File: src/rtl/mips_mc_control_pkg.sv
// Shared encodings for the multicycle MIPS controller, datapath and ALU:
// FSM states, opcode/funct values, ALU codes and datapath mux selects.
package mips_ctrl_pkg;

  typedef enum logic [3:0] {
    S_IDLE,
    S_FETCH,
    S_DECODE,
    S_MEMADR,
    S_MEMREAD,
    S_MEMWB,
    S_MEMWRITE,
    S_EXECUTE,
    S_ALUWB,
    S_IMMEX,
    S_IMMWB,
    S_BRANCH,
    S_JUMP,
    S_JAL,
    S_JR,
    S_TRAP
  } state_e;

  localparam logic [5:0] OP_RTYPE = 6'b000000;
  localparam logic [5:0] OP_ADDI  = 6'b001000;
  localparam logic [5:0] OP_ORI   = 6'b001101;
  localparam logic [5:0] OP_LW    = 6'b100011;
  localparam logic [5:0] OP_SW    = 6'b101011;
  localparam logic [5:0] OP_BEQ   = 6'b000100;
  localparam logic [5:0] OP_BNE   = 6'b000101;
  localparam logic [5:0] OP_J     = 6'b000010;
  localparam logic [5:0] OP_JAL   = 6'b000011;

  localparam logic [5:0] FN_ADD = 6'b100000;
  localparam logic [5:0] FN_SUB = 6'b100010;
  localparam logic [5:0] FN_AND = 6'b100100;
  localparam logic [5:0] FN_OR  = 6'b100101;
  localparam logic [5:0] FN_SLT = 6'b101010;
  localparam logic [5:0] FN_SLL = 6'b000000;
  localparam logic [5:0] FN_SRL = 6'b000010;
  localparam logic [5:0] FN_JR  = 6'b001000;

  localparam logic [4:0] ALU_ADD = 5'd0;
  localparam logic [4:0] ALU_SUB = 5'd1;
  localparam logic [4:0] ALU_AND = 5'd2;
  localparam logic [4:0] ALU_OR  = 5'd3;
  localparam logic [4:0] ALU_SLT = 5'd4;
  localparam logic [4:0] ALU_SLL = 5'd5;
  localparam logic [4:0] ALU_SRL = 5'd6;

  localparam logic [1:0] REGDST_RT = 2'b00;
  localparam logic [1:0] REGDST_RD = 2'b01;
  localparam logic [1:0] REGDST_RA = 2'b10;

  localparam logic [1:0] MEMTOREG_ALUOUT = 2'b00;
  localparam logic [1:0] MEMTOREG_DATA   = 2'b01;
  localparam logic [1:0] MEMTOREG_PC     = 2'b10;

  localparam logic [1:0] SRCB_B     = 2'b00;
  localparam logic [1:0] SRCB_ONE   = 2'b01;
  localparam logic [1:0] SRCB_IMM   = 2'b10;
  localparam logic [1:0] SRCB_SHAMT = 2'b11;

  localparam logic [1:0] PCSRC_ALURESULT = 2'b00;
  localparam logic [1:0] PCSRC_ALUOUT    = 2'b01;
  localparam logic [1:0] PCSRC_JUMP      = 2'b10;
  localparam logic [1:0] PCSRC_REG       = 2'b11;

endpackage

File: src/rtl/mips_mc_control_if.sv
// Control bundle between the multicycle controller (master) and the
// datapath/memory side (slave).
interface mips_mc_control_if #(
  parameter int OP_WIDTH = 6
);
  logic [OP_WIDTH-1:0] Op;
  logic [OP_WIDTH-1:0] Funct;
  logic                Zero;
  logic                MemReady;

  logic       PCen;
  logic       IorD;
  logic       MemReq;
  logic       MemWrite;
  logic       IRWrite;
  logic       DRWrite;
  logic       RegWrite;
  logic       ALUSrcA;
  logic       ALU_en;
  logic       Page;
  logic       SerialOutEn;
  logic       Illegal;
  logic [1:0] RegDst;
  logic [1:0] MemtoReg;
  logic [1:0] ALUSrcB;
  logic [4:0] ALUControl;
  logic [1:0] PCSrc;

  modport master (
    input  Op, Funct, Zero, MemReady,
    output PCen, IorD, MemReq, MemWrite, IRWrite, DRWrite, RegWrite,
           ALUSrcA, ALU_en, Page, SerialOutEn, Illegal,
           RegDst, MemtoReg, ALUSrcB, ALUControl, PCSrc
  );

  modport slave (
    output Op, Funct, Zero, MemReady,
    input  PCen, IorD, MemReq, MemWrite, IRWrite, DRWrite, RegWrite,
           ALUSrcA, ALU_en, Page, SerialOutEn, Illegal,
           RegDst, MemtoReg, ALUSrcB, ALUControl, PCSrc
  );
endinterface

File: src/rtl/mips_mc_control_alu_decoder.sv
// R-type funct decoder: ALU operation, shift-amount operand select, and
// whether the funct is one this core executes.
module mips_alu_decoder
  import mips_ctrl_pkg::*;
(
  input  logic [5:0] funct,
  output logic [4:0] alu_control,
  output logic       shift,
  output logic       legal
);

  always_comb begin
    alu_control = ALU_ADD;
    shift       = 1'b0;
    legal       = 1'b1;
    case (funct)
      FN_ADD: alu_control = ALU_ADD;
      FN_SUB: alu_control = ALU_SUB;
      FN_AND: alu_control = ALU_AND;
      FN_OR:  alu_control = ALU_OR;
      FN_SLT: alu_control = ALU_SLT;
      FN_SLL: begin
        alu_control = ALU_SLL;
        shift       = 1'b1;
      end
      FN_SRL: begin
        alu_control = ALU_SRL;
        shift       = 1'b1;
      end
      default: legal = 1'b0;
    endcase
  end

endmodule

File: src/rtl/mips_mc_control.sv
// Moore multicycle controller for the MIPS core with a variable-latency memory
// handshake. Define MIPS_JUMP_LINK_EN to add jal/jr; otherwise they trap.
module mips_mc_control
  import mips_ctrl_pkg::*;
#(
  parameter int DATA_WIDTH = 32,
  parameter int OP_WIDTH   = 6
) (
  input  logic              clk,
  input  logic              reset,
  mips_mc_control_if.master ctl
);

  if (DATA_WIDTH < 32) begin : g_width_check
    $error("mips_mc_control: DATA_WIDTH must be at least 32");
  end

  state_e     state_q, state_d;
  logic [4:0] fn_alu_control;
  logic       fn_shift;
  logic       fn_legal;

  mips_alu_decoder u_alu_decoder (
    .funct       (ctl.Funct[5:0]),
    .alu_control (fn_alu_control),
    .shift       (fn_shift),
    .legal       (fn_legal)
  );

  always_ff @(posedge clk or posedge reset) begin
    if (reset) state_q <= S_IDLE;
    else       state_q <= state_d;
  end

  always_comb begin
    state_d = state_q;
    case (state_q)
      S_IDLE:  state_d = S_FETCH;
      S_FETCH: if (ctl.MemReady) state_d = S_DECODE;
      S_DECODE: begin
        case (ctl.Op)
          OP_LW, OP_SW:    state_d = S_MEMADR;
`ifdef MIPS_JUMP_LINK_EN
          OP_RTYPE:        state_d = (ctl.Funct == FN_JR) ? S_JR : S_EXECUTE;
          OP_JAL:          state_d = S_JAL;
`else
          OP_RTYPE:        state_d = S_EXECUTE;
          OP_JAL:          state_d = S_TRAP;
`endif
          OP_ADDI, OP_ORI: state_d = S_IMMEX;
          OP_BEQ, OP_BNE:  state_d = S_BRANCH;
          OP_J:            state_d = S_JUMP;
          default:         state_d = S_TRAP;
        endcase
      end
      S_MEMADR:   state_d = (ctl.Op == OP_LW) ? S_MEMREAD : S_MEMWRITE;
      S_MEMREAD:  if (ctl.MemReady) state_d = S_MEMWB;
      S_MEMWB:    state_d = S_FETCH;
      S_MEMWRITE: if (ctl.MemReady) state_d = S_FETCH;
      // Unknown funct is only detected here, after decode has dispatched.
      S_EXECUTE:  state_d = fn_legal ? S_ALUWB : S_TRAP;
      S_ALUWB:    state_d = S_FETCH;
      S_IMMEX:    state_d = S_IMMWB;
      S_IMMWB:    state_d = S_FETCH;
      S_BRANCH:   state_d = S_FETCH;
      S_JUMP:     state_d = S_FETCH;
      S_JAL:      state_d = S_FETCH;
      S_JR:       state_d = S_FETCH;
      S_TRAP:     state_d = S_TRAP;
      default:    state_d = S_IDLE;
    endcase
  end

  always_comb begin
    ctl.PCen        = 1'b0;
    ctl.IorD        = 1'b0;
    ctl.MemReq      = 1'b0;
    ctl.MemWrite    = 1'b0;
    ctl.IRWrite     = 1'b0;
    ctl.DRWrite     = 1'b0;
    ctl.RegWrite    = 1'b0;
    ctl.ALUSrcA     = 1'b0;
    ctl.ALU_en      = 1'b0;
    ctl.Page        = 1'b0;
    ctl.SerialOutEn = 1'b0;
    ctl.Illegal     = 1'b0;
    ctl.RegDst      = REGDST_RT;
    ctl.MemtoReg    = MEMTOREG_ALUOUT;
    ctl.ALUSrcB     = SRCB_B;
    ctl.ALUControl  = ALU_ADD;
    ctl.PCSrc       = PCSRC_ALURESULT;
    case (state_q)
      S_FETCH: begin
        ctl.MemReq  = 1'b1;
        ctl.ALUSrcB = SRCB_ONE;
        ctl.IRWrite = ctl.MemReady;
        ctl.PCen    = ctl.MemReady;
      end
      S_DECODE: begin
        ctl.ALUSrcB = SRCB_IMM;
        ctl.ALU_en  = 1'b1;
      end
      S_MEMADR: begin
        ctl.ALUSrcA = 1'b1;
        ctl.ALUSrcB = SRCB_IMM;
        ctl.ALU_en  = 1'b1;
      end
      S_MEMREAD: begin
        ctl.MemReq  = 1'b1;
        ctl.IorD    = 1'b1;
        ctl.Page    = 1'b1;
        ctl.DRWrite = ctl.MemReady;
      end
      S_MEMWB: begin
        ctl.RegWrite = 1'b1;
        ctl.MemtoReg = MEMTOREG_DATA;
      end
      S_MEMWRITE: begin
        ctl.MemReq   = 1'b1;
        ctl.MemWrite = 1'b1;
        ctl.IorD     = 1'b1;
        ctl.Page     = 1'b1;
      end
      S_EXECUTE: begin
        ctl.ALUSrcA    = 1'b1;
        ctl.ALU_en     = 1'b1;
        ctl.ALUControl = fn_alu_control;
        ctl.ALUSrcB    = fn_shift ? SRCB_SHAMT : SRCB_B;
      end
      S_ALUWB, S_IMMWB: begin
        ctl.RegWrite    = 1'b1;
        ctl.RegDst      = (state_q == S_ALUWB) ? REGDST_RD : REGDST_RT;
        ctl.SerialOutEn = 1'b1;
      end
      S_IMMEX: begin
        ctl.ALUSrcA    = 1'b1;
        ctl.ALUSrcB    = SRCB_IMM;
        ctl.ALUControl = (ctl.Op == OP_ORI) ? ALU_OR : ALU_ADD;
        ctl.ALU_en     = 1'b1;
      end
      // ALU_en stays low so ALUout keeps the branch target computed in decode.
      S_BRANCH: begin
        ctl.ALUSrcA    = 1'b1;
        ctl.ALUControl = ALU_SUB;
        ctl.PCSrc      = PCSRC_ALUOUT;
        ctl.PCen       = (ctl.Op == OP_BNE) ? !ctl.Zero : ctl.Zero;
      end
      S_JUMP: begin
        ctl.PCen  = 1'b1;
        ctl.PCSrc = PCSRC_JUMP;
      end
`ifdef MIPS_JUMP_LINK_EN
      S_JAL: begin
        ctl.RegWrite = 1'b1;
        ctl.RegDst   = REGDST_RA;
        ctl.MemtoReg = MEMTOREG_PC;
        ctl.PCen     = 1'b1;
        ctl.PCSrc    = PCSRC_JUMP;
      end
      S_JR: begin
        ctl.PCen  = 1'b1;
        ctl.PCSrc = PCSRC_REG;
      end
`endif
      S_TRAP:  ctl.Illegal = 1'b1;
      default: ;
    endcase
  end

endmodule

File: src/flat_wrapper.sv
// flat-port wrapper written by rule: the top's interface ports become plain ports
module mips_mc_control_flat import mips_ctrl_pkg::*;
#(
  parameter int DATA_WIDTH = 32,
  parameter int OP_WIDTH   = 6
)
  (clk, reset, ctl_Op, ctl_Funct, ctl_Zero, ctl_MemReady, ctl_PCen, ctl_IorD, ctl_MemReq, ctl_MemWrite, ctl_IRWrite, ctl_DRWrite, ctl_RegWrite, ctl_ALUSrcA, ctl_ALU_en, ctl_Page, ctl_SerialOutEn, ctl_Illegal, ctl_RegDst, ctl_MemtoReg, ctl_ALUSrcB, ctl_ALUControl, ctl_PCSrc);
  mips_mc_control_if #(.OP_WIDTH(OP_WIDTH)) ctl_i ();
  input  logic clk;
  input  logic reset;
  input wire logic [$bits(ctl_i.Op)-1:0] ctl_Op;
  input wire logic [$bits(ctl_i.Funct)-1:0] ctl_Funct;
  input wire logic [$bits(ctl_i.Zero)-1:0] ctl_Zero;
  input wire logic [$bits(ctl_i.MemReady)-1:0] ctl_MemReady;
  output wire logic [$bits(ctl_i.PCen)-1:0] ctl_PCen;
  output wire logic [$bits(ctl_i.IorD)-1:0] ctl_IorD;
  output wire logic [$bits(ctl_i.MemReq)-1:0] ctl_MemReq;
  output wire logic [$bits(ctl_i.MemWrite)-1:0] ctl_MemWrite;
  output wire logic [$bits(ctl_i.IRWrite)-1:0] ctl_IRWrite;
  output wire logic [$bits(ctl_i.DRWrite)-1:0] ctl_DRWrite;
  output wire logic [$bits(ctl_i.RegWrite)-1:0] ctl_RegWrite;
  output wire logic [$bits(ctl_i.ALUSrcA)-1:0] ctl_ALUSrcA;
  output wire logic [$bits(ctl_i.ALU_en)-1:0] ctl_ALU_en;
  output wire logic [$bits(ctl_i.Page)-1:0] ctl_Page;
  output wire logic [$bits(ctl_i.SerialOutEn)-1:0] ctl_SerialOutEn;
  output wire logic [$bits(ctl_i.Illegal)-1:0] ctl_Illegal;
  output wire logic [$bits(ctl_i.RegDst)-1:0] ctl_RegDst;
  output wire logic [$bits(ctl_i.MemtoReg)-1:0] ctl_MemtoReg;
  output wire logic [$bits(ctl_i.ALUSrcB)-1:0] ctl_ALUSrcB;
  output wire logic [$bits(ctl_i.ALUControl)-1:0] ctl_ALUControl;
  output wire logic [$bits(ctl_i.PCSrc)-1:0] ctl_PCSrc;
  assign ctl_i.Op = ctl_Op;
  assign ctl_i.Funct = ctl_Funct;
  assign ctl_i.Zero = ctl_Zero;
  assign ctl_i.MemReady = ctl_MemReady;
  assign ctl_PCen = ctl_i.PCen;
  assign ctl_IorD = ctl_i.IorD;
  assign ctl_MemReq = ctl_i.MemReq;
  assign ctl_MemWrite = ctl_i.MemWrite;
  assign ctl_IRWrite = ctl_i.IRWrite;
  assign ctl_DRWrite = ctl_i.DRWrite;
  assign ctl_RegWrite = ctl_i.RegWrite;
  assign ctl_ALUSrcA = ctl_i.ALUSrcA;
  assign ctl_ALU_en = ctl_i.ALU_en;
  assign ctl_Page = ctl_i.Page;
  assign ctl_SerialOutEn = ctl_i.SerialOutEn;
  assign ctl_Illegal = ctl_i.Illegal;
  assign ctl_RegDst = ctl_i.RegDst;
  assign ctl_MemtoReg = ctl_i.MemtoReg;
  assign ctl_ALUSrcB = ctl_i.ALUSrcB;
  assign ctl_ALUControl = ctl_i.ALUControl;
  assign ctl_PCSrc = ctl_i.PCSrc;
  mips_mc_control #(.DATA_WIDTH(DATA_WIDTH), .OP_WIDTH(OP_WIDTH)) u_core (.clk(clk), .reset(reset), .ctl(ctl_i));
endmodule
File: config.mk
export PLATFORM = sky130hd
export DESIGN_NAME = mips_mc_control_flat
export DESIGN_NICKNAME = d
export VERILOG_FILES = /design/src/rtl/mips_mc_control_pkg.sv /design/src/rtl/mips_mc_control_if.sv /design/src/rtl/mips_mc_control_alu_decoder.sv /design/src/rtl/mips_mc_control.sv /design/src/flat_wrapper.sv
export SDC_FILE = /design/constraint.sdc
export NUM_CORES = 1
export LEC_CHECK = 0
export CORE_AREA = 2 2 50 52
export DETAILED_ROUTE_END_ITERATION = 12
export DIE_AREA = 0 0 52 54
export PLACE_DENSITY = 0.73
export SYNTH_ARGS = -nofsm -noshare
export SYNTH_HDL_FRONTEND = slang
export SYNTH_SLANG_ARGS = --single-unit
File: constraint.sdc
create_clock -name clk -period 2.6 [get_ports clk]
set_clock_uncertainty 0.2 [all_clocks]
set_input_delay 0.65 -clock clk [delete_from_list [all_inputs] [get_ports clk]]
set_output_delay 0.65 -clock clk [all_outputs]
set_load 0.02 [all_outputs]
==> run_results.csv <==
group,metric,value,unit
route,via_per_inst,5.25,
run,cap_violations,0,
pwr,leakage,0.000766,uW
floorplanning,core-area,0.00232,mm2
clocking,cts_buffers,3,
setup_path,crit_fanout,2,
clocking,postCtsHoldBufs,0,
clocking,cts.sinks,4,
setup_path,start_kind,"primary input",
floorplanning,fp.dieH,54,um
global_routing,grt_pass1_vias,1021,
global_routing,grt_first_pass_wirelength,4.32,mm
place,placed_area,0.00135,mm2
synthesis,synth.top_cell.area_share,0.133,
synthesis,synth-edff-count,0,
setup_path,r2r-end,"u_core.state_q[1]",
clocking,insertion_delay,0.24,ns
layout,largest_reg_flops,4,
layout,final_util,0.635,
place,hpwl,2.17,mm
route,drtAntennaViolNets,0,
synthesis,synth.area.top_cells,"dfrtp_1 13%, nor2_1 6.0%, nand2_1 5.5%, buf_4 5.0%, nor3_1 4.7%",
global_routing,antenna_found_initial,0,
clocking,root_buffer,"clkbuf_4",
floorplanning,ios,41,
setup_path,r2r_setup_slack,0.94,ns
hold_path,hold_class,"primary input to async pin",
synthesis,synth_seq_area_share,0.133,
timing,slew_violations,0,
timing,grt_setup_unrepaired,"yes",
timing,final-setup-viol-count,3,
synthesis,synthCells,117,
setup_path,endpoint,"ctl_PCen",
synthesis,synth_top_cell_by_area,"dfrtp_1",
synthesis,ys_seq_elements,4,
clocking,clkSlewWorstSetupHoldPaths,0.04,ns
floorplanning,initial_core_util,0.324,
status,violations,"setup timing",
synthesis,synthFlopType,"dfrtp_1",
synthesis,syn-cell-area,751,um2
global_routing,grt_usage,0.198,
layout,reg_top3,"u_core.state_q x4",
layout,drive_above_1_share,0.401,
global_routing,grt_max_degree,19,
route,via_count,1114,
layout,fin_area,0.00147,mm2
timing,min_period_over_period,1.16,
setup_path,critPathKind,"primary input to primary output",
layout,area_growth,96.2,%
setup_path,cp_cell_sequence,"buf_6 > or3_4 > or4_4 > a2111oi_4 > or3_1 > buf_6",
setup_path,timing.rr.start,"u_core.state_q[0]",
setup_path,crit_slowest_cell,"or4_4",
floorplanning,row_count,18,
setup_path,worstPathRequired,1.75,ns
synthesis,synth_cell_types,40,
setup_path,cp.arrival,2.15,ns
setup_path,endpoint_kind,"primary output",
synthesis,postSynthAreaPerCell,6.42,um2
clocking,cts_buffer_depth,2,
timing,fmax,333,MHz
pwr,power.total,1220,uW
status,status,"finished with violations",
floorplanning,die_x,52,um
setup_path,reg2regPathDepth,5,
setup_path,slowest_delay,0.44,ns
synthesis,yosysWarnings,0,
pwr,power.density,829,mW/mm2
floorplanning,die-area,0.00281,mm2
route,drc,0,
route,drt_pass1_iterations,4,
pwr,vdd_drop_max,0.408,mV
route,routed_wl,2.80,mm
place,numPortBuffers,36,
clocking,cts_tree,"done",
layout,top_register,"u_core.state_q",
global_routing,gr-total-overflow,0,
timing,layout_setup_ws,-0.404,ns
setup_path,worst_path_most_repeated_cell,"buf_6",
place,gp_congestion,0.895,
timing,period_needed,3.00,ns
setup_path,setup.worst_path.start,"ctl_Op[1]",
route,routedWlPerCell,13.2,um
synthesis,async_reset_ff_frac,1.00,
timing,hold_ws,0.395,ns
layout,nNetsFinal,200,
clocking,htree_levels,1,
timing,hold_viol_final,0,
route,drtIter0Drc,20,
layout,diodes,0,
## critical path, delay by kind of cell
family	cells	cell delay, ns
compound gates	1	0.33
buf+inv	2	0.20
simple gates	3	0.97
## power breakdown
part,switching (uW),leakage (uW),internal (uW)
logic,603,0.000705,429
registers,14.0,0.0000473,95.6
clock network,27.3,0.0000138,51.8
## per-stage QoR
step / worst slack (ns) / setup TNS (ns) / cells
floorplan: -0.295 / -0.295 / 120
global placement: -1.29 / -5.93 / 208
detailed placement: -1.33 / -6.17 / 208
CTS: -0.422 / -0.470 / 212
global route: -0.442 / -0.529 / 212
finish: -0.404 / -0.446 / 212
## cells in the final DEF (no fill, tap or decap), types with 3 or more instances in the layout
master,netlist,final
buf_4,5,34
inv_1,5,5
o21ai_0,7,5
nand2b_1,3,3
buf_6,0,10
clkbuf_2,0,4
dlygate4sd2_1,0,8
dlymetal6s2s_1,0,7
nor3_1,7,3
nor2b_1,4,4
buf_2,1,3
o22ai_1,4,3
dfrtp_1,4,4
clkbuf_4,0,3
xnor2_1,3,3
conb_1,1,4
nor2_1,12,11
nand3_1,6,6
a21oi_1,5,5
nand2_1,11,10
## final cells by class
class                   count  area, um2
flip-flops and latches      4        100
multi-input cells         100        692
fillers                   228        847
clock buffers               3       22.5
repair buffers             70        602
inverters                   5       18.8
well taps                  30       37.5
## worst min-delay path by stage
stage,to,start,slack [ns],depth (start not counted)
2_1_floorplan,u_core.state_q[0],reset,0.22,1
3_3_place_gp,u_core.state_q[3],u_core.state_q[2],0.49,2
3_5_place_dp,u_core.state_q[3],u_core.state_q[2],0.49,2
4_1_cts,u_core.state_q[3],reset,0.40,2
5_1_grt,u_core.state_q[2],reset,0.42,2
6_report,u_core.state_q[2],reset,0.40,2
## layer usage
layer,wire length [um],global-route usage,vias to the layer above
li1,-,-,561
met2,1470,0.373,30
met1,1190,0.247,523
met4,0,0.0395,0
met3,132,0.0111,0
met5,0,0,-
## cells by family (layout without fill, tap and decap cells)
logic type	count (synthesis)	count (layout)	share of synthesized area
AND/OR/NAND/NOR	60	60	0.428
AO/OA/AOI/OAI	33	33	0.292
XOR/XNOR	3	3	0.0350
other	1	4	0.00500
buffers and inverters	16	78	0.107
flip-flops	4	4	0.133
## cells in the mapped netlist (2+ instances only)
master	n
nor2_1	12
nand2_1	11
nor3_1	7
o21ai_0	7
nand3_1	6
a21oi_1	5
buf_4	5
inv_1	5
clkbuf_1	4
dfrtp_1	4
nor2b_1	4
o22ai_1	4
a31oi_1	3
nand2b_1	3
or4_1	3
xnor2_1	3
a21boi_0	2
a22oi_1	2
a41oi_1	2
and2_1	2
nor4_1	2
nor4b_1	2
or3_1	2
## repair_timing
action                                  CTS  global route
endpoints found under the setup margin   14            18
buffers inserted                          1             0
pin swaps                                14             2
resized for setup                        96            27
endpoints found under the hold margin     0             0
No activity file was read; power rests on OpenSTA's default activity.
